==> src/rtl/ucsbece154a_mccontroller_if.sv <==
// ucsbece154a_mccontroller_if
// Control bus between the multicycle datapath and its controller.
//   Datapath -> controller : op_i, funct3_i, funct7b5_i (IR fields),
//                            zero_i (ALU flag), memready_i (memory handshake)
//   Controller -> datapath : register enables, mux selects, ALUControl_o,
//                            ImmSrc_o, RegWrite_o, state_o (debug)
// Modports: master = datapath side, slave = controller side.
interface ucsbece154a_mccontroller_if;
  logic [6:0] op_i;
  logic [2:0] funct3_i;
  logic       funct7b5_i;
  logic       zero_i;
  logic       memready_i;

  logic       PCWrite_o;
  logic       AdrSrc_o;
  logic       MemWrite_o;
  logic       IRWrite_o;
  logic [1:0] ResultSrc_o;
  logic [1:0] ALUSrcA_o;
  logic [1:0] ALUSrcB_o;
  logic [2:0] ALUControl_o;
  logic [2:0] ImmSrc_o;
  logic       RegWrite_o;
  logic [3:0] state_o;

  modport master (
    output op_i, funct3_i, funct7b5_i, zero_i, memready_i,
    input  PCWrite_o, AdrSrc_o, MemWrite_o, IRWrite_o, ResultSrc_o,
           ALUSrcA_o, ALUSrcB_o, ALUControl_o, ImmSrc_o, RegWrite_o, state_o
  );

  modport slave (
    input  op_i, funct3_i, funct7b5_i, zero_i, memready_i,
    output PCWrite_o, AdrSrc_o, MemWrite_o, IRWrite_o, ResultSrc_o,
           ALUSrcA_o, ALUSrcB_o, ALUControl_o, ImmSrc_o, RegWrite_o, state_o
  );
endinterface

==> src/rtl/ucsbece154a_mccontroller.sv <==
// ucsbece154a_mccontroller
// Moore control FSM for the multicycle RISC-V core: walks the shared datapath
// (one ALU, one unified memory port, PC/IR/OldPC/A/Data/ALUOut registers)
// through one instruction at a time, stalling on memready_i in Fetch,
// MemRead and MemWrite.
// Ports:
//   clk     - rising-edge clock
//   reset_n - synchronous active-low reset; while low, all write enables are
//             held at 0 and the remaining outputs show Fetch values
//   bus     - controller side (slave) of ucsbece154a_mccontroller_if
// Build option: define UCSBECE154A_BNE_EN to make funct3 001 in the branch
// state take the branch on a non-zero ALU result (bne).
module ucsbece154a_mccontroller (
  input  logic                          clk,
  input  logic                          reset_n,
  ucsbece154a_mccontroller_if.slave     bus
);

  localparam logic [6:0] OP_LW  = 7'b0000011;
  localparam logic [6:0] OP_SW  = 7'b0100011;
  localparam logic [6:0] OP_R   = 7'b0110011;
  localparam logic [6:0] OP_I   = 7'b0010011;
  localparam logic [6:0] OP_BR  = 7'b1100011;
  localparam logic [6:0] OP_JAL = 7'b1101111;
  localparam logic [6:0] OP_LUI = 7'b0110111;

  localparam logic [2:0] ALUcontrol_add = 3'b000;
  localparam logic [2:0] ALUcontrol_sub = 3'b001;
  localparam logic [2:0] ALUcontrol_and = 3'b010;
  localparam logic [2:0] ALUcontrol_or  = 3'b011;
  localparam logic [2:0] ALUcontrol_slt = 3'b101;

  typedef enum logic [3:0] {
    S_FETCH    = 4'd0,
    S_DECODE   = 4'd1,
    S_MEMADR   = 4'd2,
    S_MEMREAD  = 4'd3,
    S_MEMWB    = 4'd4,
    S_MEMWRITE = 4'd5,
    S_EXECR    = 4'd6,
    S_EXECI    = 4'd7,
    S_ALUWB    = 4'd8,
    S_BEQ      = 4'd9,
    S_JAL      = 4'd10,
    S_LUI      = 4'd11
  } state_t;

  state_t     state_q, state_d, cur_state;
  logic       pc_update, branch, ir_write, mem_write, reg_write, adr_src;
  logic [1:0] result_src, alu_src_a, alu_src_b, alu_op;
  logic [2:0] alu_ctrl, imm_src;
  logic       br_cond;

  always_ff @(posedge clk) begin
    if (!reset_n) state_q <= S_FETCH;
    else          state_q <= state_d;
  end

  // During reset the outputs decode as Fetch, so the datapath sees a clean
  // Fetch setup on the cycle reset is released.
  always_comb begin
    cur_state  = reset_n ? state_q : S_FETCH;
    state_d    = S_FETCH;
    pc_update  = 1'b0;
    branch     = 1'b0;
    ir_write   = 1'b0;
    mem_write  = 1'b0;
    reg_write  = 1'b0;
    adr_src    = 1'b0;
    result_src = 2'b00;
    alu_src_a  = 2'b00;
    alu_src_b  = 2'b00;
    alu_op     = 2'b00;
    case (cur_state)
      S_FETCH: begin
        ir_write   = bus.memready_i;
        pc_update  = bus.memready_i;
        alu_src_b  = 2'b10;
        result_src = 2'b10;
        state_d    = bus.memready_i ? S_DECODE : S_FETCH;
      end
      S_DECODE: begin
        // OldPC + imm lands in ALUOut for a possible branch.
        alu_src_a = 2'b01;
        alu_src_b = 2'b01;
        case (bus.op_i)
          OP_LW, OP_SW: state_d = S_MEMADR;
          OP_R:         state_d = S_EXECR;
          OP_I:         state_d = S_EXECI;
          OP_BR:        state_d = S_BEQ;
          OP_JAL:       state_d = S_JAL;
          OP_LUI:       state_d = S_LUI;
          default:      state_d = S_FETCH; // unsupported: retire as NOP
        endcase
      end
      S_MEMADR: begin
        alu_src_a = 2'b10;
        alu_src_b = 2'b01;
        state_d   = (bus.op_i == OP_SW) ? S_MEMWRITE : S_MEMREAD;
      end
      S_MEMREAD: begin
        adr_src = 1'b1;
        state_d = bus.memready_i ? S_MEMWB : S_MEMREAD;
      end
      S_MEMWRITE: begin
        adr_src   = 1'b1;
        mem_write = 1'b1;
        state_d   = bus.memready_i ? S_FETCH : S_MEMWRITE;
      end
      S_MEMWB: begin
        result_src = 2'b01;
        reg_write  = 1'b1;
      end
      S_EXECR: begin
        alu_src_a = 2'b10;
        alu_op    = 2'b10;
        state_d   = S_ALUWB;
      end
      S_EXECI: begin
        alu_src_a = 2'b10;
        alu_src_b = 2'b01;
        alu_op    = 2'b10;
        state_d   = S_ALUWB;
      end
      S_ALUWB: reg_write = 1'b1;
      S_BEQ: begin
        alu_src_a = 2'b10;
        alu_op    = 2'b01;
        branch    = 1'b1;
      end
      S_JAL: begin
        // PC+4 computed here from OldPC, written back in ALUWB.
        alu_src_a = 2'b01;
        alu_src_b = 2'b10;
        pc_update = 1'b1;
        state_d   = S_ALUWB;
      end
      S_LUI: begin
        result_src = 2'b11;
        reg_write  = 1'b1;
      end
      default: state_d = S_FETCH;
    endcase
  end

`ifdef UCSBECE154A_BNE_EN
  assign br_cond = (bus.funct3_i == 3'b001) ? ~bus.zero_i : bus.zero_i;
`else
  assign br_cond = bus.zero_i;
`endif

  always_comb begin
    alu_ctrl = ALUcontrol_add;
    case (alu_op)
      2'b01: alu_ctrl = ALUcontrol_sub;
      2'b10: begin
        case (bus.funct3_i)
          3'b000:  alu_ctrl = (bus.funct7b5_i & bus.op_i[5]) ? ALUcontrol_sub
                                                             : ALUcontrol_add;
          3'b010:  alu_ctrl = ALUcontrol_slt;
          3'b110:  alu_ctrl = ALUcontrol_or;
          3'b111:  alu_ctrl = ALUcontrol_and;
          default: alu_ctrl = ALUcontrol_add;
        endcase
      end
      default: alu_ctrl = ALUcontrol_add;
    endcase
  end

  always_comb begin
    imm_src = 3'b000;
    case (bus.op_i)
      OP_SW:   imm_src = 3'b001;
      OP_BR:   imm_src = 3'b010;
      OP_JAL:  imm_src = 3'b011;
      OP_LUI:  imm_src = 3'b100;
      default: imm_src = 3'b000;
    endcase
  end

  assign bus.PCWrite_o    = reset_n & (pc_update | (branch & br_cond));
  assign bus.IRWrite_o    = reset_n & ir_write;
  assign bus.MemWrite_o   = reset_n & mem_write;
  assign bus.RegWrite_o   = reset_n & reg_write;
  assign bus.AdrSrc_o     = adr_src;
  assign bus.ResultSrc_o  = result_src;
  assign bus.ALUSrcA_o    = alu_src_a;
  assign bus.ALUSrcB_o    = alu_src_b;
  assign bus.ALUControl_o = alu_ctrl;
  assign bus.ImmSrc_o     = imm_src;
  assign bus.state_o      = cur_state;

endmodule

==> src/flat_wrapper.sv <==
// flat-port wrapper written by rule: the top's interface ports become plain ports
module ucsbece154a_mccontroller_flat 
  (clk, reset_n, bus_op_i, bus_funct3_i, bus_funct7b5_i, bus_zero_i, bus_memready_i, bus_PCWrite_o, bus_AdrSrc_o, bus_MemWrite_o, bus_IRWrite_o, bus_ResultSrc_o, bus_ALUSrcA_o, bus_ALUSrcB_o, bus_ALUControl_o, bus_ImmSrc_o, bus_RegWrite_o, bus_state_o);
  ucsbece154a_mccontroller_if bus_i ();
  input  logic clk;
  input  logic reset_n;
  input wire logic [$bits(bus_i.op_i)-1:0] bus_op_i;
  input wire logic [$bits(bus_i.funct3_i)-1:0] bus_funct3_i;
  input wire logic [$bits(bus_i.funct7b5_i)-1:0] bus_funct7b5_i;
  input wire logic [$bits(bus_i.zero_i)-1:0] bus_zero_i;
  input wire logic [$bits(bus_i.memready_i)-1:0] bus_memready_i;
  output wire logic [$bits(bus_i.PCWrite_o)-1:0] bus_PCWrite_o;
  output wire logic [$bits(bus_i.AdrSrc_o)-1:0] bus_AdrSrc_o;
  output wire logic [$bits(bus_i.MemWrite_o)-1:0] bus_MemWrite_o;
  output wire logic [$bits(bus_i.IRWrite_o)-1:0] bus_IRWrite_o;
  output wire logic [$bits(bus_i.ResultSrc_o)-1:0] bus_ResultSrc_o;
  output wire logic [$bits(bus_i.ALUSrcA_o)-1:0] bus_ALUSrcA_o;
  output wire logic [$bits(bus_i.ALUSrcB_o)-1:0] bus_ALUSrcB_o;
  output wire logic [$bits(bus_i.ALUControl_o)-1:0] bus_ALUControl_o;
  output wire logic [$bits(bus_i.ImmSrc_o)-1:0] bus_ImmSrc_o;
  output wire logic [$bits(bus_i.RegWrite_o)-1:0] bus_RegWrite_o;
  output wire logic [$bits(bus_i.state_o)-1:0] bus_state_o;
  assign bus_i.op_i = bus_op_i;
  assign bus_i.funct3_i = bus_funct3_i;
  assign bus_i.funct7b5_i = bus_funct7b5_i;
  assign bus_i.zero_i = bus_zero_i;
  assign bus_i.memready_i = bus_memready_i;
  assign bus_PCWrite_o = bus_i.PCWrite_o;
  assign bus_AdrSrc_o = bus_i.AdrSrc_o;
  assign bus_MemWrite_o = bus_i.MemWrite_o;
  assign bus_IRWrite_o = bus_i.IRWrite_o;
  assign bus_ResultSrc_o = bus_i.ResultSrc_o;
  assign bus_ALUSrcA_o = bus_i.ALUSrcA_o;
  assign bus_ALUSrcB_o = bus_i.ALUSrcB_o;
  assign bus_ALUControl_o = bus_i.ALUControl_o;
  assign bus_ImmSrc_o = bus_i.ImmSrc_o;
  assign bus_RegWrite_o = bus_i.RegWrite_o;
  assign bus_state_o = bus_i.state_o;
  ucsbece154a_mccontroller u_core (.clk(clk), .reset_n(reset_n), .bus(bus_i));
endmodule
==> config.mk <==
export PLATFORM = sky130hd
export DESIGN_NAME = ucsbece154a_mccontroller_flat
export DESIGN_NICKNAME = d
export VERILOG_FILES = /design/src/rtl/ucsbece154a_mccontroller_if.sv /design/src/rtl/ucsbece154a_mccontroller.sv /design/src/flat_wrapper.sv
export SDC_FILE = /design/constraint.sdc
export NUM_CORES = 1
export LEC_CHECK = 0
export CORE_AREA = 2 2 49 51
export CTS_BUF_LIST = sky130_fd_sc_hd__clkbuf_16
export DETAILED_ROUTE_END_ITERATION = 10
export DIE_AREA = 0 0 51 53
export PLACE_DENSITY = 0.72
export SYNTH_ARGS = -nofsm -noshare
export SYNTH_HDL_FRONTEND = slang
export SYNTH_SLANG_ARGS = --single-unit
==> constraint.sdc <==
create_clock -name clk -period 1.96 [get_ports clk]
set_clock_uncertainty 0.15 [all_clocks]
set_input_delay 0.49 -clock clk [delete_from_list [all_inputs] [get_ports clk]]
set_output_delay 0.49 -clock clk [all_outputs]
set_load 0.05 [all_outputs]
==> flow_summary_export.csv, run 1 <==
group,metric,value,unit
run_status,status,"aborted with a tool error",
run_status,haltStage,"global routing",
run_status,error,"[ERROR DPL-0038] Utilization greater than 100%, impossible to legalize",
synthesis,ys_seq_area_frac,0.1051,
synthesis,synth_flop_cell,"dfxtp_1",
sta,worstEpCategory,"top-level output",
synthesis,synthSimpleGateAreaFrac,0.4762,
floorplanning,die_h,53,um
synthesis,async_reset_ff_frac,0,
synthesis,synth_area,762.0,um^2
floorplanning,io_pins,36,
clock_tree,root_buffer,"clkbuf_16",
synthesis,synth_area_leaders,"dfxtp_1 (11%), nand2_1 (6.4%), nor2_1 (5.9%)",
place,port_buffers,35,
place,gp_congestion,0.7914,
clock_tree,clk_path_buf_depth,2,
synthesis,yosysWarnings,0,
synthesis,yosysTopAreaCell,"dfxtp_1",
synthesis,synth.distinct_cells,42,
synthesis,synth_cells,122,
floorplanning,initial_utilization,0.3547,
synthesis,synth_edf_count,0,
floorplanning,num_rows,17,
clock_tree,cts_sinks,4,
synthesis,synth-adder-area-share,0.03284,
synthesis,synth_fp_nets,139,
synthesis,yosys.area_share.xor_xnor,0.02299,
clock_tree,cts_buffers,3,
synthesis,ys_ff_latch,4,
place,dp_hpwl,2356,um
synthesis,synth.top_cell.area_share,0.1051,
clock_tree,hold_buffers,0,
synthesis,synthMuxAreaShare,0.02627,
floorplanning,die_w,51,um
grt,grt_max_degree,20,
synthesis,avgSynthCellArea,6.246,um^2
clock_tree,htreeDepth,1,
synthesis,synth-compound-area-share,0.2463,
sta,crit_endpoint,"bus_ALUControl_o[1]",
synthesis,synth_top_family_by_area,"simple AND/OR/NAND/NOR gates",
## synthesized netlist by cell type, types with 3 or more instances
cell type	n
nor2_1	12
nor3_1	7
nand2b_1	6
o22ai_1	3
and2_1	3
nand3_1	4
nand2_1	13
buf_2	7
inv_1	6
nor2b_1	6
dfxtp_1	4
and3_1	4
a21oi_1	6
o21ai_0	6
## through the flow
| stage | setup slack, ns | util | instance area, um^2 | hold WS, ns | instances |
|---|---|---|---|---|---|
| 2_1_floorplan | -0.4749 | - | 934.6 | 0.4359 | 122 |
| 3_3_place_gp | -0.8332 | 0.8090 | 1738 | 0.4309 | 216 |
| 4_1_cts | -0.3865 | 0.9726 | 2090 | 0.5452 | 229 |
| 3_5_place_dp | -0.8483 | 0.8090 | 1738 | 0.4515 | 216 |
## cells by family after synthesis
family | Yosys count
buffers and inverters | 15
adders and majority gates | 2
DFF | 4
and+or+nand+nor | 68
AOI/OAI and AO/OA | 29
xor gates and xnor gates | 2
muxes | 2
## what timing repair did
action / CTS
setup endpoints to repair: 25
cloned: 1
gates resized for setup: 74
pin swaps: 16
setup buffers: 9
==> run 2, diff against run 1 <==
--- a/config.mk
+++ b/config.mk
@@ -5,11 +5,10 @@
 export SDC_FILE = /design/constraint.sdc
 export NUM_CORES = 1
 export LEC_CHECK = 0
-export CORE_AREA = 2 2 49 51
-export CTS_BUF_LIST = sky130_fd_sc_hd__clkbuf_16
+export CORE_AREA = 2 2 63 65
 export DETAILED_ROUTE_END_ITERATION = 10
-export DIE_AREA = 0 0 51 53
-export PLACE_DENSITY = 0.72
+export DIE_AREA = 0 0 65 67
+export PLACE_DENSITY_LB_ADDON = 0.15
 export SYNTH_ARGS = -nofsm -noshare
 export SYNTH_HDL_FRONTEND = slang
 export SYNTH_SLANG_ARGS = --single-unit
==> constraint.sdc (replaced) <==
create_clock -name clk -period 2.5 [get_ports clk]
set_clock_uncertainty 0.15 [all_clocks]
set_input_delay 0.625 -clock clk [delete_from_list [all_inputs] [get_ports clk]]
set_output_delay 0.625 -clock clk [all_outputs]
set_load 0.05 [all_outputs]
==> flow_summary_export.csv, run 2 <==
group,metric,value,unit
run_status,status,"finished with violations",
run_status,violations,"negative setup slack",
floorplanning,die_w,65,um
routing,wl_per_cell,11.20,um
clock_tree,hold_buffers,0,
sta,relSlewSlack,0.7532,
hold_path,hold_path.class,"reg -> reg",
sta,worst_pin_slew,0.3662,ns
place,dp_slack,-0.5698,ns
power_and_ir_drop,switchingPower,0.1147,mW
synthesis,yosysWarnings,0,
synthesis,synth.top_cell.area_share,0.1051,
job,maxCapViolCount,0,
sta,final-max-slew-violation-count,0,
setup_path,r2r_end,"u_core.state_q[0]",
sta,fmax,396.4,MHz
cells_and_area,stdcell_count,238,
routing,wirelength,2665,um
synthesis,synth_fp_nets,139,
sta,final.min_clock_period,2.523,ns
synthesis,ys_seq_area_frac,0.1051,
cells_and_area,area_growth,144.2,%
routing,ant_nets,0,
power_and_ir_drop,peakVddDrop,0.1216,mV
setup_path,r2r_slack,0.67,ns
routing,dr.pass1.iters,4,
cells_and_area,drive_above_1_share,0.4947,
power_and_ir_drop,p_seq_frac,0.181,
sta,setup_viol,2,
hold_path,min_from,"u_core.state_q[2]",
cells_and_area,layout_commonest_cell,"buf_4",
power_and_ir_drop,pwr-share-clk,0.377,
floorplanning,core-area,0.003606,mm^2
routing,via_count,1104,
place,port_buffers,35,
synthesis,ys_ff_latch,4,
place,dp_hpwl,2156,um
floorplanning,num_rows,22,
setup_path,rr_worst_depth,6,
sta,rsz0062_at_grt,"yes",
grt,first_global_vias,1125,
synthesis,yosysTopAreaCell,"dfxtp_1",
cells_and_area,largest_register_ffs,4,
setup_path,r2r_start,"u_core.state_q[0]",
clock_tree,cts_sinks,4,
setup_path,end_kind,"output pin",
clock_tree,clkTransAtPathRegs,0.03,ns
cells_and_area,antenna_cells,0,
cells_and_area,largestRegisters,"u_core.state_q (4)",
synthesis,synth_area_leaders,"dfxtp_1 (11%), nand2_1 (6.4%), nor2_1 (5.9%)",
routing,vias_per_cell,4.639,
power_and_ir_drop,swShare,0.3119,
clock_tree,clk_latency,0.22,ns
setup_path,cp.arrival,1.75,ns
sta,setup_slack,-0.02288,ns
power_and_ir_drop,power_frac_comb,0.442,
power_and_ir_drop,p_per_area,197.6,mW/mm^2
floorplanning,initial_utilization,0.2113,
floorplanning,dieArea,0.004355,mm^2
floorplanning,die_h,67,um
cells_and_area,max_flop_register,"u_core.state_q",
synthesis,synth_area,762.0,um^2
cells_and_area,nNetsFinal,209,
sta,tns,-0.03001,ns
power_and_ir_drop,power,0.3677,mW
routing,route.detailed.drc,0,
synthesis,async_reset_ff_frac,0,
cells_and_area,post-route-cell-area,0.001861,mm^2
synthesis,synth_cells,122,
grt,grt_usage,0.1343,
sta,fin_crit_sh,1.009,
place,place_inst,230,
hold_path,worstHoldEndpoint,"u_core.state_q[1]",
synthesis,synth.most_common_cell,"nand2_1",
grt,grt-ovfl-total,0,
place,gp_congestion,0.7929,
sta,hold_violations,0,
synthesis,synth_flop_cell,"dfxtp_1",
routing,drt_iter0_markers,21,
synthesis,synth.distinct_cells,42,
grt,antenna_found_initial,0,
clock_tree,cts_buffers,3,
hold_path,whs_path_depth,2,
setup_path,crit_path_start_kind,"primary input",
synthesis,ys_top_cells_by_count,"nand2_1 (13), nor2_1 (12), buf_2 (7), nor3_1 (7)",
clock_tree,clk_path_buf_depth,2,
floorplanning,io_pins,36,
grt,grt_max_degree,20,
power_and_ir_drop,p_int,0.2530,mW
synthesis,synth_edf_count,0,
synthesis,avgSynthCellArea,6.246,um^2
setup_path,worstPathRequired,1.73,ns
cells_and_area,final_cell_mix,"buf_4 (36), buf_12 (20), nor2_1 (11)",
setup_path,critPathKind,"in -> out",
power_and_ir_drop,power.leakage,0.8076,nW
clock_tree,root_buffer,"clkbuf_8",
clock_tree,cts_tree,"done",
grt,grt_pass1_wl,4678,um
clock_tree,htreeDepth,1,
place,dpl_cell_area,0.001705,mm^2
setup_path,path_max_fanout,2,
## run 2: cell counts after synthesis
Identical to the previous run, type by type.
## run 2: layout make-up
class                      instances  area, um^2
multi-input combinational        103       792.0
tap                               48       60.06
clock buffer                       3       41.29
timing repair buffer              74       858.3
inverter                           6       26.28
sequential                         4       82.58
fill                             357        1745
## run 2: metrics by stage
step                utilization  hold WS (ns)
floorplan                     -        0.4359
detailed placement       0.4729        0.5297
global placement         0.4729        0.5355
finish                   0.5160        0.5130
global route             0.5160        0.5780
CTS                      0.5132        0.5164
## run 2: power by group through the flow
stage,Combinational (mW),Sequential (mW),Clock [mW]
global route,0.174,0.0665,0.142
detailed placement,0.156,0.0668,0
floorplan,0.0701,0.0667,0
finish,0.163,0.0665,0.139
global placement,0.153,0.0668,0
CTS,0.163,0.0665,0.141
## run 2: logic make-up (layout without fill, tap and decap cells)
kind of cell,Yosys count,in the layout,share of synthesized area
multiplexers,2,2,0.02627
adder cells (fa/ha/maj),2,2,0.03284
buffers and inverters,15,83,0.09030
AO/OA/AOI/OAI,29,29,0.2463
XOR/XNOR,2,2,0.02299
flip-flops,4,4,0.1051
AND/OR/NAND/NOR,68,68,0.4762
## run 2: timing repair
item                                    4_1_cts  5_1_grt
endpoints found under the setup margin       15        6
pin swaps                                    10        0
cloned                                        0        0
buffers inserted                              5        0
resized for setup                            31        4
## run 2: how the worst max path moves through the flow
stage          depth (start not counted)             endpoint  slack [ns]  startpoint
5_1_grt                                8  bus_ALUControl_o[0]       -0.06     reset_n
4_1_cts                                8  bus_ALUControl_o[0]       -0.03     reset_n
3_3_place_gp                           7  bus_ALUControl_o[1]       -0.56     reset_n
6_report                               8  bus_ALUControl_o[0]       -0.02     reset_n
2_1_floorplan                          6  bus_ALUControl_o[1]       -0.26     reset_n
3_5_place_dp                           7  bus_ALUControl_o[1]       -0.57     reset_n
## run 2: worst max-delay path: stages
cell,delay [ns]
buf_8,0.08
nand2_4,0.04
or3_4,0.34
buf_6,0.13
ha_4,0.16
a31oi_4,0.17
nor2_4,0.05
buf_12,0.14
## run 2: per-layer routing
layer	GRT usage	vias to the layer above	routed length, um
li1	-	570	-
met1	0.1411	506	1044
met2	0.2680	24	1477
met3	0.008446	4	94
met4	0.06383	0	49
met5	0	-	0
(Power assumes the default switching activity.)
